[src/rtl/if_stage_if.sv]
// IF-stage bundle: IF->ID handshake, instruction-memory read port, EX redirect and error flag.
interface if_stage_if #(
   parameter int unsigned BITSIZE = 32
);
   logic               IF_ID_give_o;
   logic               ID_IF_get_i;
   logic [31:0]        IF_ID_instr_o;
   logic [BITSIZE-1:0] IF_ID_pc_o;
   logic               IF_MEM_req_o;
   logic [BITSIZE-1:0] IF_MEM_addr_o;
   logic               MEM_IF_valid_i;
   logic [31:0]        MEM_IF_rdata_i;
   logic               EX_IF_redirect_i;
   logic [BITSIZE-1:0] EX_IF_target_i;
   logic               misaligned_o;

   // Fetch-stage side
   modport master (
      output IF_ID_give_o, IF_ID_instr_o, IF_ID_pc_o, IF_MEM_req_o, IF_MEM_addr_o, misaligned_o,
      input  ID_IF_get_i, MEM_IF_valid_i, MEM_IF_rdata_i, EX_IF_redirect_i, EX_IF_target_i
   );

   // Environment side (decode, memory, execute)
   modport slave (
      input  IF_ID_give_o, IF_ID_instr_o, IF_ID_pc_o, IF_MEM_req_o, IF_MEM_addr_o, misaligned_o,
      output ID_IF_get_i, MEM_IF_valid_i, MEM_IF_rdata_i, EX_IF_redirect_i, EX_IF_target_i
   );
endinterface

[src/rtl/if_stage.sv]
// Instruction fetch stage: one outstanding memory read, valid/ready hand-off to ID,
// branch redirect with in-flight response squashing, sticky misaligned-target trap.
module if_stage #(
   parameter int unsigned        BITSIZE      = 32,
   parameter logic [BITSIZE-1:0] RESET_VECTOR = BITSIZE'(32'h0000_0000)
) (
   input  logic       clk,
   input  logic       reset_i,
   if_stage_if.master bus
);

   typedef enum logic [2:0] {IDLE, FETCH, DROP, GIVE, ERROR} state_t;

   state_t             r_state;
   state_t             w_next_state;
   logic [BITSIZE-1:0] r_pc;
   logic [BITSIZE-1:0] w_next_pc;
   logic               r_give;
   logic               r_req;
   logic [31:0]        r_instr;
   logic [BITSIZE-1:0] r_pc_o;
   logic               r_misaligned;
   logic               w_capture;
   logic               w_set_misaligned;
   logic               w_redir_ok;
   logic               w_redir_bad;

   assign w_redir_bad = bus.EX_IF_redirect_i & (|bus.EX_IF_target_i[1:0]);
   assign w_redir_ok  = bus.EX_IF_redirect_i & ~(|bus.EX_IF_target_i[1:0]);

   // State register
   always_ff @(posedge clk or posedge reset_i) begin
      if (reset_i) r_state <= IDLE;
      else         r_state <= w_next_state;
   end

   // Next-state, next-PC and capture decisions
   always_comb begin
      w_next_state     = r_state;
      w_next_pc        = r_pc;
      w_capture        = 1'b0;
      w_set_misaligned = 1'b0;
      case (r_state)
         IDLE: w_next_state = FETCH;
         FETCH: begin
            if (w_redir_bad) begin
               w_next_state     = ERROR;
               w_set_misaligned = 1'b1;
            end else if (w_redir_ok) begin
               // Response landing with the redirect is stale; otherwise squash it later
               w_next_pc    = bus.EX_IF_target_i;
               w_next_state = bus.MEM_IF_valid_i ? FETCH : DROP;
            end else if (bus.MEM_IF_valid_i) begin
               w_capture    = 1'b1;
               w_next_state = GIVE;
            end
         end
         DROP: begin
            if (w_redir_bad) begin
               w_next_state     = ERROR;
               w_set_misaligned = 1'b1;
            end else if (w_redir_ok) begin
               w_next_pc = bus.EX_IF_target_i;
            end else if (bus.MEM_IF_valid_i) begin
               w_next_state = FETCH;
            end
         end
         GIVE: begin
            if (w_redir_bad) begin
               w_next_state     = ERROR;
               w_set_misaligned = 1'b1;
            end else if (w_redir_ok) begin
               // Target wins over PC+4 whether or not the transfer happened
               w_next_pc    = bus.EX_IF_target_i;
               w_next_state = FETCH;
            end else if (bus.ID_IF_get_i) begin
               w_next_pc    = r_pc + BITSIZE'(4);
               w_next_state = FETCH;
            end
         end
         ERROR: w_next_state = ERROR;
         default: w_next_state = IDLE;
      endcase
   end

   // PC, registered handshake outputs, captured instruction and error flag
   always_ff @(posedge clk or posedge reset_i) begin
      if (reset_i) begin
         r_pc         <= RESET_VECTOR;
         r_give       <= 1'b0;
         r_req        <= 1'b0;
         r_instr      <= 32'h0;
         r_pc_o       <= '0;
         r_misaligned <= 1'b0;
      end else begin
         r_pc   <= w_next_pc;
         r_give <= (w_next_state == GIVE);
         r_req  <= (w_next_state == FETCH) || (w_next_state == DROP);
         if (w_capture) begin
            r_instr <= bus.MEM_IF_rdata_i;
            r_pc_o  <= r_pc;
         end
         if (w_set_misaligned) r_misaligned <= 1'b1;
      end
   end

   assign bus.IF_ID_give_o  = r_give;
   assign bus.IF_ID_instr_o = r_instr;
   assign bus.IF_ID_pc_o    = r_pc_o;
   assign bus.IF_MEM_req_o  = r_req;
   assign bus.IF_MEM_addr_o = r_pc;
   assign bus.misaligned_o  = r_misaligned;

endmodule

[src/flat_wrapper.sv]
// flat-port wrapper written by rule: the top's interface ports become plain ports
module if_stage_flat 
#(
   parameter int unsigned        BITSIZE      = 32,
   parameter logic [BITSIZE-1:0] RESET_VECTOR = BITSIZE'(32'h0000_0000)
)
  (clk, reset_i, bus_IF_ID_give_o, bus_IF_ID_instr_o, bus_IF_ID_pc_o, bus_IF_MEM_req_o, bus_IF_MEM_addr_o, bus_misaligned_o, bus_ID_IF_get_i, bus_MEM_IF_valid_i, bus_MEM_IF_rdata_i, bus_EX_IF_redirect_i, bus_EX_IF_target_i);
  if_stage_if #(.BITSIZE(BITSIZE)) bus_i ();
  input  logic clk;
  input  logic reset_i;
  output wire logic [$bits(bus_i.IF_ID_give_o)-1:0] bus_IF_ID_give_o;
  output wire logic [$bits(bus_i.IF_ID_instr_o)-1:0] bus_IF_ID_instr_o;
  output wire logic [$bits(bus_i.IF_ID_pc_o)-1:0] bus_IF_ID_pc_o;
  output wire logic [$bits(bus_i.IF_MEM_req_o)-1:0] bus_IF_MEM_req_o;
  output wire logic [$bits(bus_i.IF_MEM_addr_o)-1:0] bus_IF_MEM_addr_o;
  output wire logic [$bits(bus_i.misaligned_o)-1:0] bus_misaligned_o;
  input wire logic [$bits(bus_i.ID_IF_get_i)-1:0] bus_ID_IF_get_i;
  input wire logic [$bits(bus_i.MEM_IF_valid_i)-1:0] bus_MEM_IF_valid_i;
  input wire logic [$bits(bus_i.MEM_IF_rdata_i)-1:0] bus_MEM_IF_rdata_i;
  input wire logic [$bits(bus_i.EX_IF_redirect_i)-1:0] bus_EX_IF_redirect_i;
  input wire logic [$bits(bus_i.EX_IF_target_i)-1:0] bus_EX_IF_target_i;
  assign bus_IF_ID_give_o = bus_i.IF_ID_give_o;
  assign bus_IF_ID_instr_o = bus_i.IF_ID_instr_o;
  assign bus_IF_ID_pc_o = bus_i.IF_ID_pc_o;
  assign bus_IF_MEM_req_o = bus_i.IF_MEM_req_o;
  assign bus_IF_MEM_addr_o = bus_i.IF_MEM_addr_o;
  assign bus_misaligned_o = bus_i.misaligned_o;
  assign bus_i.ID_IF_get_i = bus_ID_IF_get_i;
  assign bus_i.MEM_IF_valid_i = bus_MEM_IF_valid_i;
  assign bus_i.MEM_IF_rdata_i = bus_MEM_IF_rdata_i;
  assign bus_i.EX_IF_redirect_i = bus_EX_IF_redirect_i;
  assign bus_i.EX_IF_target_i = bus_EX_IF_target_i;
  if_stage #(.BITSIZE(BITSIZE), .RESET_VECTOR(RESET_VECTOR)) u_core (.clk(clk), .reset_i(reset_i), .bus(bus_i));
endmodule
[config.mk]
export PLATFORM = sky130hd
export DESIGN_NAME = if_stage_flat
export DESIGN_NICKNAME = d
export VERILOG_FILES = /design/src/rtl/if_stage_if.sv /design/src/rtl/if_stage.sv /design/src/flat_wrapper.sv
export SDC_FILE = /design/constraint.sdc
export NUM_CORES = 1
export LEC_CHECK = 0
export CORE_ASPECT_RATIO = 0.8
export CORE_MARGIN = 5
export CORE_UTILIZATION = 41
export CTS_CLUSTER_SIZE = 40
export DETAILED_ROUTE_END_ITERATION = 10
export PLACE_DENSITY = 0.77
export SLEW_MARGIN = 20
export SYNTH_ARGS = -nofsm -noshare
export SYNTH_HDL_FRONTEND = slang
export SYNTH_SLANG_ARGS = --single-unit
[constraint.sdc]
create_clock -name clk -period 3.2 [get_ports clk]
set_clock_uncertainty 0.15 [all_clocks]
set_input_delay 0.64 -clock clk [delete_from_list [all_inputs] [get_ports clk]]
set_output_delay 0.64 -clock clk [all_outputs]
set_load 0.1 [all_outputs]
==> metrics.md, run 1 <==
| Metric | Value |
|---|---|
| Status | complete, no violations |
| NumNets Final | 646 |
| Die X | 130.2 microns |
| Critical-path cell list | clkdlybuf4s50_1, nor4bb_1, o31a_1, buf_12, nor2_1, a211oi_1, o31a_1 |
| Post-route clock period utilization | 0.8410 |
| Per-cell routed wire length | 17.79 microns |
| Final Max Slew Viols | 0 |
| TritonCTS Buffers | 9 |
| Max stage delay cell, worst path | clkdlybuf4s50_1 |
| Worst reg2reg path depth | 6 |
| Placed cell area | 6355 sq um |
| CP most frequent cell | o31a_1 |
| Reg clk slew, reported paths | 0.07 ns |
| Initial Util | 0.4144 |
| HPWL Detailed | 9400 microns |
| FP Rows | 35 |
| IO Pins | 168 |
| Core Region | 11,430 sq um |
| RD Place Congestion | 0.8550 |
| Fin crit period | 2.691 ns |
| Yosys cell types | 54 |
| Max incr delay on CP | 0.63 ns |
| Yosys top cell by area | dfrtp_1 |
| H-tree levels | 3 |
| Fill cell count | 968 |
| Initial drt markers | 204 |
| Pre-CTS WS | 0.2203 ns |
| Largest fanout on the critical path | 37 |
| R2R setup slack | 0.84 ns |
| Clock Tree Root | clkbuf_16 |
| Vias per cell | 5.475 |
| Reg2reg end | u_core.bus.IF_MEM_addr_o[24] |
| Worst EP arrival | 2.82 ns |
| Async set-reset flop share out of synthesis | 1.000 |
| Area growth from synthesis to layout | 40.04% |
| Worst hold path class | reg -> reg |
| Number of flops mapped to enable cells by yosys | 0 |
| CTS tree | done |
| Max transition margin | 0.5369 |
| Synth warn | 0 |
| Synth Register Bits | 102 |
| Initial antenna violation count | 0 |
| RR Startpoint | u_core.r_state[1] |
| Post-CTS sizing | 0 |
| Clock tree buffer depth | 2 |
| CP Capture Type | register |
| Antenna Cells | 0 |
| Die height | 106.1 microns |
| Drt first pass iters | 6 |
| Synthesized instance count | 418 |
| Syn nets | 488 |
| Post-synthesis cell area | 4737 sq um |
| Hold Path Cell Cnt | 1 |
| Post-DRT Antenna Nets | 0 |
| Worst slew pin tran | 0.6854 ns |
| Worst hold endpoint | u_core.bus.misaligned_o |
| Crit path launch type | input port |
| Synth cell count leaders | dfrtp_1 (102), mux2_2 (59), nand2_1 (32) |
| Final Hold Fails | 0 |
| Later-pin clock latency in the skew report | 0.35 ns |
| Yosys top cell area share | 0.5388 |
| Seq/Total Area, Yosys | 0.5388 |
| Full die area | 13,820 sq um |
| Non-Filler Cell Area, Final | 6634 sq um |
| Worst EP required | 3.33 ns |
| Setup Fix Bufs, Post-CTS | 0 |
| RSZ-0062 raised after global routing | no |
| Top-count cell post-synth | dfrtp_1 |
| Average size of a mapped cell | 11.33 sq um |
| Critical path class | in -> reg |
| DRC | 0 |
| First-pass GRT wire length | 20,420 microns |
| Final setup vio count | 0 |
| Post-synth top flop | dfrtp_1 |
| Layout cell share with drive strength beyond 1 | 0.3414 |
| Hold Path Origin | u_core.bus.misaligned_o |
| Max_cap viols | 0 |
| Ranking of synthesized cells by area | dfrtp_1 (54%), mux2_2 (14%), a21oi_1 (3.2%), o21ai_0 (2.7%), nand2_1 (2.5%) |
| GRT Resource Usage Total | 0.1859 |
| Final wirelength | 12,950 microns |
| Post-CTS Hold Fix Bufs | 0 |
| Final worst slack | 0.5086 ns |
| Via count | 3,986 |
| Fmax | 371.6 MHz |
| Largest net degree at the start of global routing | 103 |
| Total congestion overflow | 0 |
| Setup TNS | 0 ns |
| IO Port Bufs | 167 |
| Vias in the first global route | 3,865 |
| Clock sinks | 102 |
## worst max-delay path, delay by kind of cell
| kind | cells | cell delay, ns |
|---|---|---|
| and+or+nand+nor | 2 | 0.66 |
| AOI/OAI and AO/OA | 3 | 0.67 |
| buffers and inverters | 2 | 0.83 |
## metal layers
layer  global-route usage  up-vias  wire length, microns
met2               0.2851      202                  5865
met5                    0        -                     0
li1                     -     1861                     -
met4              0.05564        0                   162
met3              0.05726       17                  1393
met1               0.2531     1906                  5529
## registers in the layout (all words and copies together) (netlist names)
name                      count
u_core.bus.IF_ID_instr_o     32
u_core.bus.IF_ID_pc_o        32
u_core.bus.IF_MEM_addr_o     32
u_core.r_state                3
u_core.bus.IF_ID_give_o       1
u_core.bus.IF_MEM_req_o       1
u_core.bus.misaligned_o       1
## how the worst max path moves through the flow
stage	start	slack, ns	endpoint
floorplan	u_core.bus.IF_MEM_addr_o[2]	0.49	u_core.bus.IF_MEM_addr_o[24]
global placement	bus_EX_IF_redirect_i	0.32	u_core.bus.IF_MEM_addr_o[24]
detailed placement	bus_EX_IF_redirect_i	0.22	u_core.bus.IF_MEM_addr_o[24]
CTS	bus_EX_IF_redirect_i	0.58	u_core.bus.IF_MEM_addr_o[24]
global route	bus_EX_IF_redirect_i	0.46	u_core.bus.IF_MEM_addr_o[24]
finish	bus_EX_IF_redirect_i	0.51	u_core.bus.IF_MEM_addr_o[24]
## through the flow
step                      hold WS [ns]    util  std cells
after floorplan                 0.4624       -        418
after detailed placement        0.3147  0.5560        713
after global routing            0.3576  0.5804        728
after CTS                       0.3321  0.5804        728
final                           0.3310  0.5804        728
after global placement          0.3032  0.5560        713
## layout by cell type, fill, tap and decap left out, drive strengths merged, types with 2 or more instances in the layout
cell type        n
o22ai            9
o21ai           26
nand2           32
inv             12
nor4bb           2
nor4             3
o41ai            3
o22a             4
buf            108
o31a             3
and3             2
a2bb2oi          4
clkbuf           9
o211a            2
or3              2
nor2            21
a21oi           30
a22o             3
nand3           13
a31o             3
and4b            2
nor3            11
or2              3
mux2            59
nand4           10
clkdlybuf4s50   68
and2             4
a22oi            3
and4             2
o31ai            2
dfrtp          102
a41o             4
clkinvlp         2
a21o             2
## cell families after synthesis
family / after synthesis / synth area share
AOI/OAI and AO/OA: 106 / 0.1463
DFF: 102 / 0.5388
adders and majority gates: 1 / 0.002641
and+or+nand+nor: 111 / 0.1331
buffers and inverters: 38 / 0.03671
muxes: 60 / 0.1424
## layout make-up
class | instances | area [sq um] | share of cell area
Clock buffer | 9 | 225.2 | 0.03395
Multi-Input combinational cell | 278 | 2026 | 0.3054
Tap cell | 148 | 185.2 | 0.02791
Inverter | 9 | 37.54 | 0.005658
Timing Repair Buffer | 176 | 1554 | 0.2343
Clock inverter | 6 | 53.80 | 0.008110
Sequential cell | 102 | 2552 | 0.3848
Power of run 1 is left out: the tool's default activity adds up to more than one toggle a clock period on the data nets, which glitch-free logic cannot reach.
==> run 2, diff against run 1 <==
- clock period: 3.2 -> 2.3 ns (I/O delays scaled with it)
==> metrics.md, run 2 (synthesis gave the netlist of run 1 again) <==
| Metric | Value |
|---|---|
| Status | complete, no violations |
| IO Port Bufs | 167 |
| Initial drt markers | 233 |
| Commonest cells after routing, fill and taps aside | buf_4 (129), dfrtp_1 (82), clkdlybuf4s50_1 (68) |
| RD Place Congestion | 0.9156 |
| First-pass GRT wire length | 20,840 microns |
| Drt first pass iters | 5 |
| Die height | 106.1 microns |
| Final Hold Fails | 0 |
| Final Max Slew Viols | 0 |
| Clock tree buffer depth | 2 |
| Vias per cell | 5.316 |
| Final setup vio count | 0 |
| Full die area | 13,820 sq um |
| Core Region | 11,430 sq um |
| GRT Resource Usage Total | 0.1903 |
| Final wirelength | 13,040 microns |
| Worst hold path class | reg -> reg |
| Fin crit period | 2.125 ns |
| CTS tree | done |
| Later-pin clock latency in the skew report | 0.34 ns |
| CP Capture Type | register |
| Max transition margin | 0.6500 |
| Fill cell count | 931 |
| NumNets Final | 672 |
| Vias in the first global route | 4,072 |
| RSZ-0062 raised after global routing | no |
| FF/Latch Area | 2577 sq um |
| Per-cell routed wire length | 17.30 microns |
| Worst slew pin tran | 0.5249 ns |
| IO Pins | 168 |
| HPWL Detailed | 9804 microns |
| Area growth from synthesis to layout | 44.69% |
| Post-route clock period utilization | 0.9240 |
| H-tree levels | 3 |
| Clock sinks | 102 |
| Largest fanout on the critical path | 29 |
| Layout cell share with drive strength beyond 1 | 0.4026 |
| Initial Util | 0.4144 |
| Final core occ | 0.5997 |
| Largest net degree at the start of global routing | 103 |
| Critical path class | in -> reg |
| Reg clk slew, reported paths | 0.07 ns |
| Fmax | 470.5 MHz |
| Most common cell after layout, fill and taps aside | buf_4 |
| Setup Fix Bufs, Post-CTS | 0 |
| Total congestion overflow | 0 |
| Worst EP arrival | 2.22 ns |
| Die X | 130.2 microns |
| Post-CTS sizing | 0 |
| TritonCTS Buffers | 9 |
| Crit path launch type | input port |
| Antenna Cells | 0 |
| Via count | 4,008 |
| DRC | 0 |
| Max_cap viols | 0 |
| Post-CTS Hold Fix Bufs | 0 |
| Worst EP required | 2.40 ns |
| Initial antenna violation count | 0 |
| Post-DRT Antenna Nets | 0 |
| Area of the multi-input gates | 2026 sq um |
| FP Rows | 35 |
| Clock Tree Root | clkbuf_16 |
==> run 2: stage by stage <==
| stage | cells | cell area, sq um | worst slack, ns | hold slack [ns] | setup TNS, ns |
|---|---|---|---|---|---|
| floorplan | 418 | 4772 | -0.04748 | 0.4257 | -0.06903 |
| global placement | 739 | 6575 | -0.07091 | 0.3066 | -1.799 |
| detailed placement | 739 | 6575 | -0.1505 | 0.3084 | -5.438 |
| CTS | 754 | 6854 | 0.1886 | 0.3268 | 0 |
| global route | 754 | 6854 | 0.04978 | 0.3540 | 0 |
| finish | 754 | 6854 | 0.1747 | 0.3214 | 0 |
==> run 2: area by class of cell <==
class,instances,share of cell area
clock buffers,9,0.03286
clock inverters,6,0.007850
inverters,9,0.005476
multi-input cells,278,0.2955
flip-flops and latches,102,0.3760
well taps,148,0.02702
repair buffers,202,0.2552
==> run 2: per-layer routing <==
metal | routed length (microns) | global-route usage
met1 | 5477 | 0.2555
met2 | 5898 | 0.2910
met3 | 1456 | 0.06178
met4 | 210 | 0.06231
met5 | 0 | 0
==> run 2: path summary, 6_finish.rpt <==
check | cells past startpoint | start | slack, ns | to
max in group asynchronous | 3 | reset_i | 1.09 | u_core.bus.IF_MEM_addr_o[11]
worst min register to register | 1 | u_core.bus.misaligned_o | 0.32 | u_core.bus.misaligned_o
worst min-delay path | 1 | u_core.bus.misaligned_o | 0.32 | u_core.bus.misaligned_o
min in group asynchronous | 3 | reset_i | 0.49 | u_core.bus.IF_ID_instr_o[28]
worst max-delay path | 8 | bus_EX_IF_redirect_i | 0.17 | u_core.bus.IF_MEM_addr_o[17]
worst max register to register | 5 | u_core.bus.IF_MEM_addr_o[19] | 0.18 | u_core.bus.IF_MEM_addr_o[29]
==> run 2: critical path, stage by stage <==
cell and delay [ns]:
clkdlybuf4s50_1 0.48, nor3b_2 0.20, or3_1 0.36, buf_12 0.18
buf_4 0.15, nor2_1 0.09, a32oi_1 0.11, o21ai_0 0.18
Power of run 2 is left out for the same reason.
==> RTL change (flow settings as in run 1) <==
Re-encode `state_t` (5 states) as Gray code, 3 bits wide.
--- a/src/rtl/if_stage.sv
+++ b/src/rtl/if_stage.sv
@@ -9,7 +9,7 @@
    if_stage_if.master bus
 );
 
-   typedef enum logic [2:0] {IDLE, FETCH, DROP, GIVE, ERROR} state_t;
+   typedef enum logic [2:0] {IDLE = 3'b000, FETCH = 3'b001, DROP = 3'b011, GIVE = 3'b010, ERROR = 3'b110} state_t;
 
    state_t             r_state;
    state_t             w_next_state;
Formal check against the unedited RTL: no difference found for any inputs over 4 cycles, from zero or initial values and one cycle with reset_i high; so few cycles prove little.
==> RTL change against run 1 <==
  * Sequential share of layout area decreased by 0.49 points
  * Sequential cell count unchanged
  * Wire length grew 3.0%
  * Worst hold slack better by 10 ps
  * Critical endpoint is now u_core.bus.IF_MEM_addr_o[25]
  * Area after synthesis increased by 2.1%
  * Final area grew 1.3%
  * Global-route usage increased by 0.13 points
  * Non-clock buffer count rose by 1
  * Highest routed layer unchanged
  * Critical path type unchanged
  * Worst setup slack better by 150 ps
Power is left out: the tool's default activity adds up to more than one toggle a clock period on the data nets, which glitch-free logic cannot reach.
==> RTL change: results (changes against run 1) <==
Total Wirelength 13300 um (+3.0%); Hold Crit Class reg -> reg; reg2reg path depth 5 (-1); vias in the first global route 4259 (+10%); Worst R2R Start u_core.bus.IF_MEM_addr_o[4]; DRT iter0 DRCs 313 (+53%); Rel. slew slack 0.461 (-0.0762); WP data arrival 2680 ps (-140 ps); dpl hpwl 9790 um (+4.1%); Worst path max stage delay 540 ps (-90 ps); filler cell count 987 (+2.0%); synth cell count leaders 102 x dfrtp_1, 39 x mux2_2, 30 x a21oi_1, 29 x nand2_1, 27 x o21ai_0; R2R Setup Slk 1030 ps (+190 ps); Worst path top cell family by delay simple AND/OR/NAND/NOR gates; Cells after DPL 717 (+0.56%); placed cell area 0.00644 mm2 (+1.3%); metal2 WL 6640 um (+13%); status finished clean; synthesized area per cell 11.5 um2 (+1.6%); GP Congestion 0.871 (+1.9%); largest net degree at the start of global routing 68 (-34%); dominant cells by area after synthesis dfrtp_1 53%, mux2_2 9.1%, mux2_4 7.5%; worst-path maximum fanout 16 (-57%); Met3 Routed Length 840 um (-40%); hold_ws 341 ps (+10.0 ps); post-synthesis sequential area ratio 0.528 (-0.0110); via count 4058 (+1.8%); met1 wire length 5700 um (+3.0%); Nets 650 (+0.62%); first-pass GRT wire length 21600 um (+5.8%); first-pass detailed-route iteration total 5 (-1); Syn Nets 490 (+0.41%); top sig layer met4; WL/cell 18.2 um (+2.3%); share of cells above drive strength 1 0.335 (-0.00634); Distinct cells, synth 48 (-11%); Tot GR Track Use 0.187 (+0.00130)
==> RTL change: final cells by class <==
class,count,area share
timing repair buffer,177,0.231
tap,148,0.0276
sequential,102,0.380
clock inverter,3,0.00279
multi-input combinational,281,0.315
inverter,9,0.00559
clock buffer,13,0.0387
==> RTL change: path summary, 6_finish.rpt <==
kind | end
max | u_core.bus.IF_MEM_addr_o[25]
min | u_core.bus.misaligned_o
max reg2reg | u_core.bus.IF_MEM_addr_o[17]
min reg2reg | u_core.bus.misaligned_o
max in group asynchronous | u_core.bus.IF_ID_pc_o[0]
min in group asynchronous | u_core.bus.IF_ID_instr_o[3]
==> RTL change: kinds of logic (layout without fill, tap and decap cells) <==
family | count (synthesis) | after routing | synth area share
multiplexers | 65 | 65 | 0.169
flip-flops | 102 | 102 | 0.528
AND/OR/NAND/NOR | 113 | 113 | 0.130
adder cells (fa/ha/maj) | 1 | 1 | 0.00259
AO/OA/AOI/OAI | 102 | 102 | 0.131
buffers and inverters | 37 | 202 | 0.0393
==> RTL change: layer usage <==
layer,GRT usage,vias up
met5,0,-
met4,0.0419,0
met3,0.0605,12
met2,0.313,141
met1,0.239,2031
li1,-,1874
==> RTL change: through the flow <==
step / setup slack (ps) / util
6_report: 654 / 0.583
5_1_grt: 535 / 0.583
4_1_cts: 670 / 0.583
3_5_place_dp: 307 / 0.559
3_3_place_gp: 374 / 0.559
2_1_floorplan: 535 / -
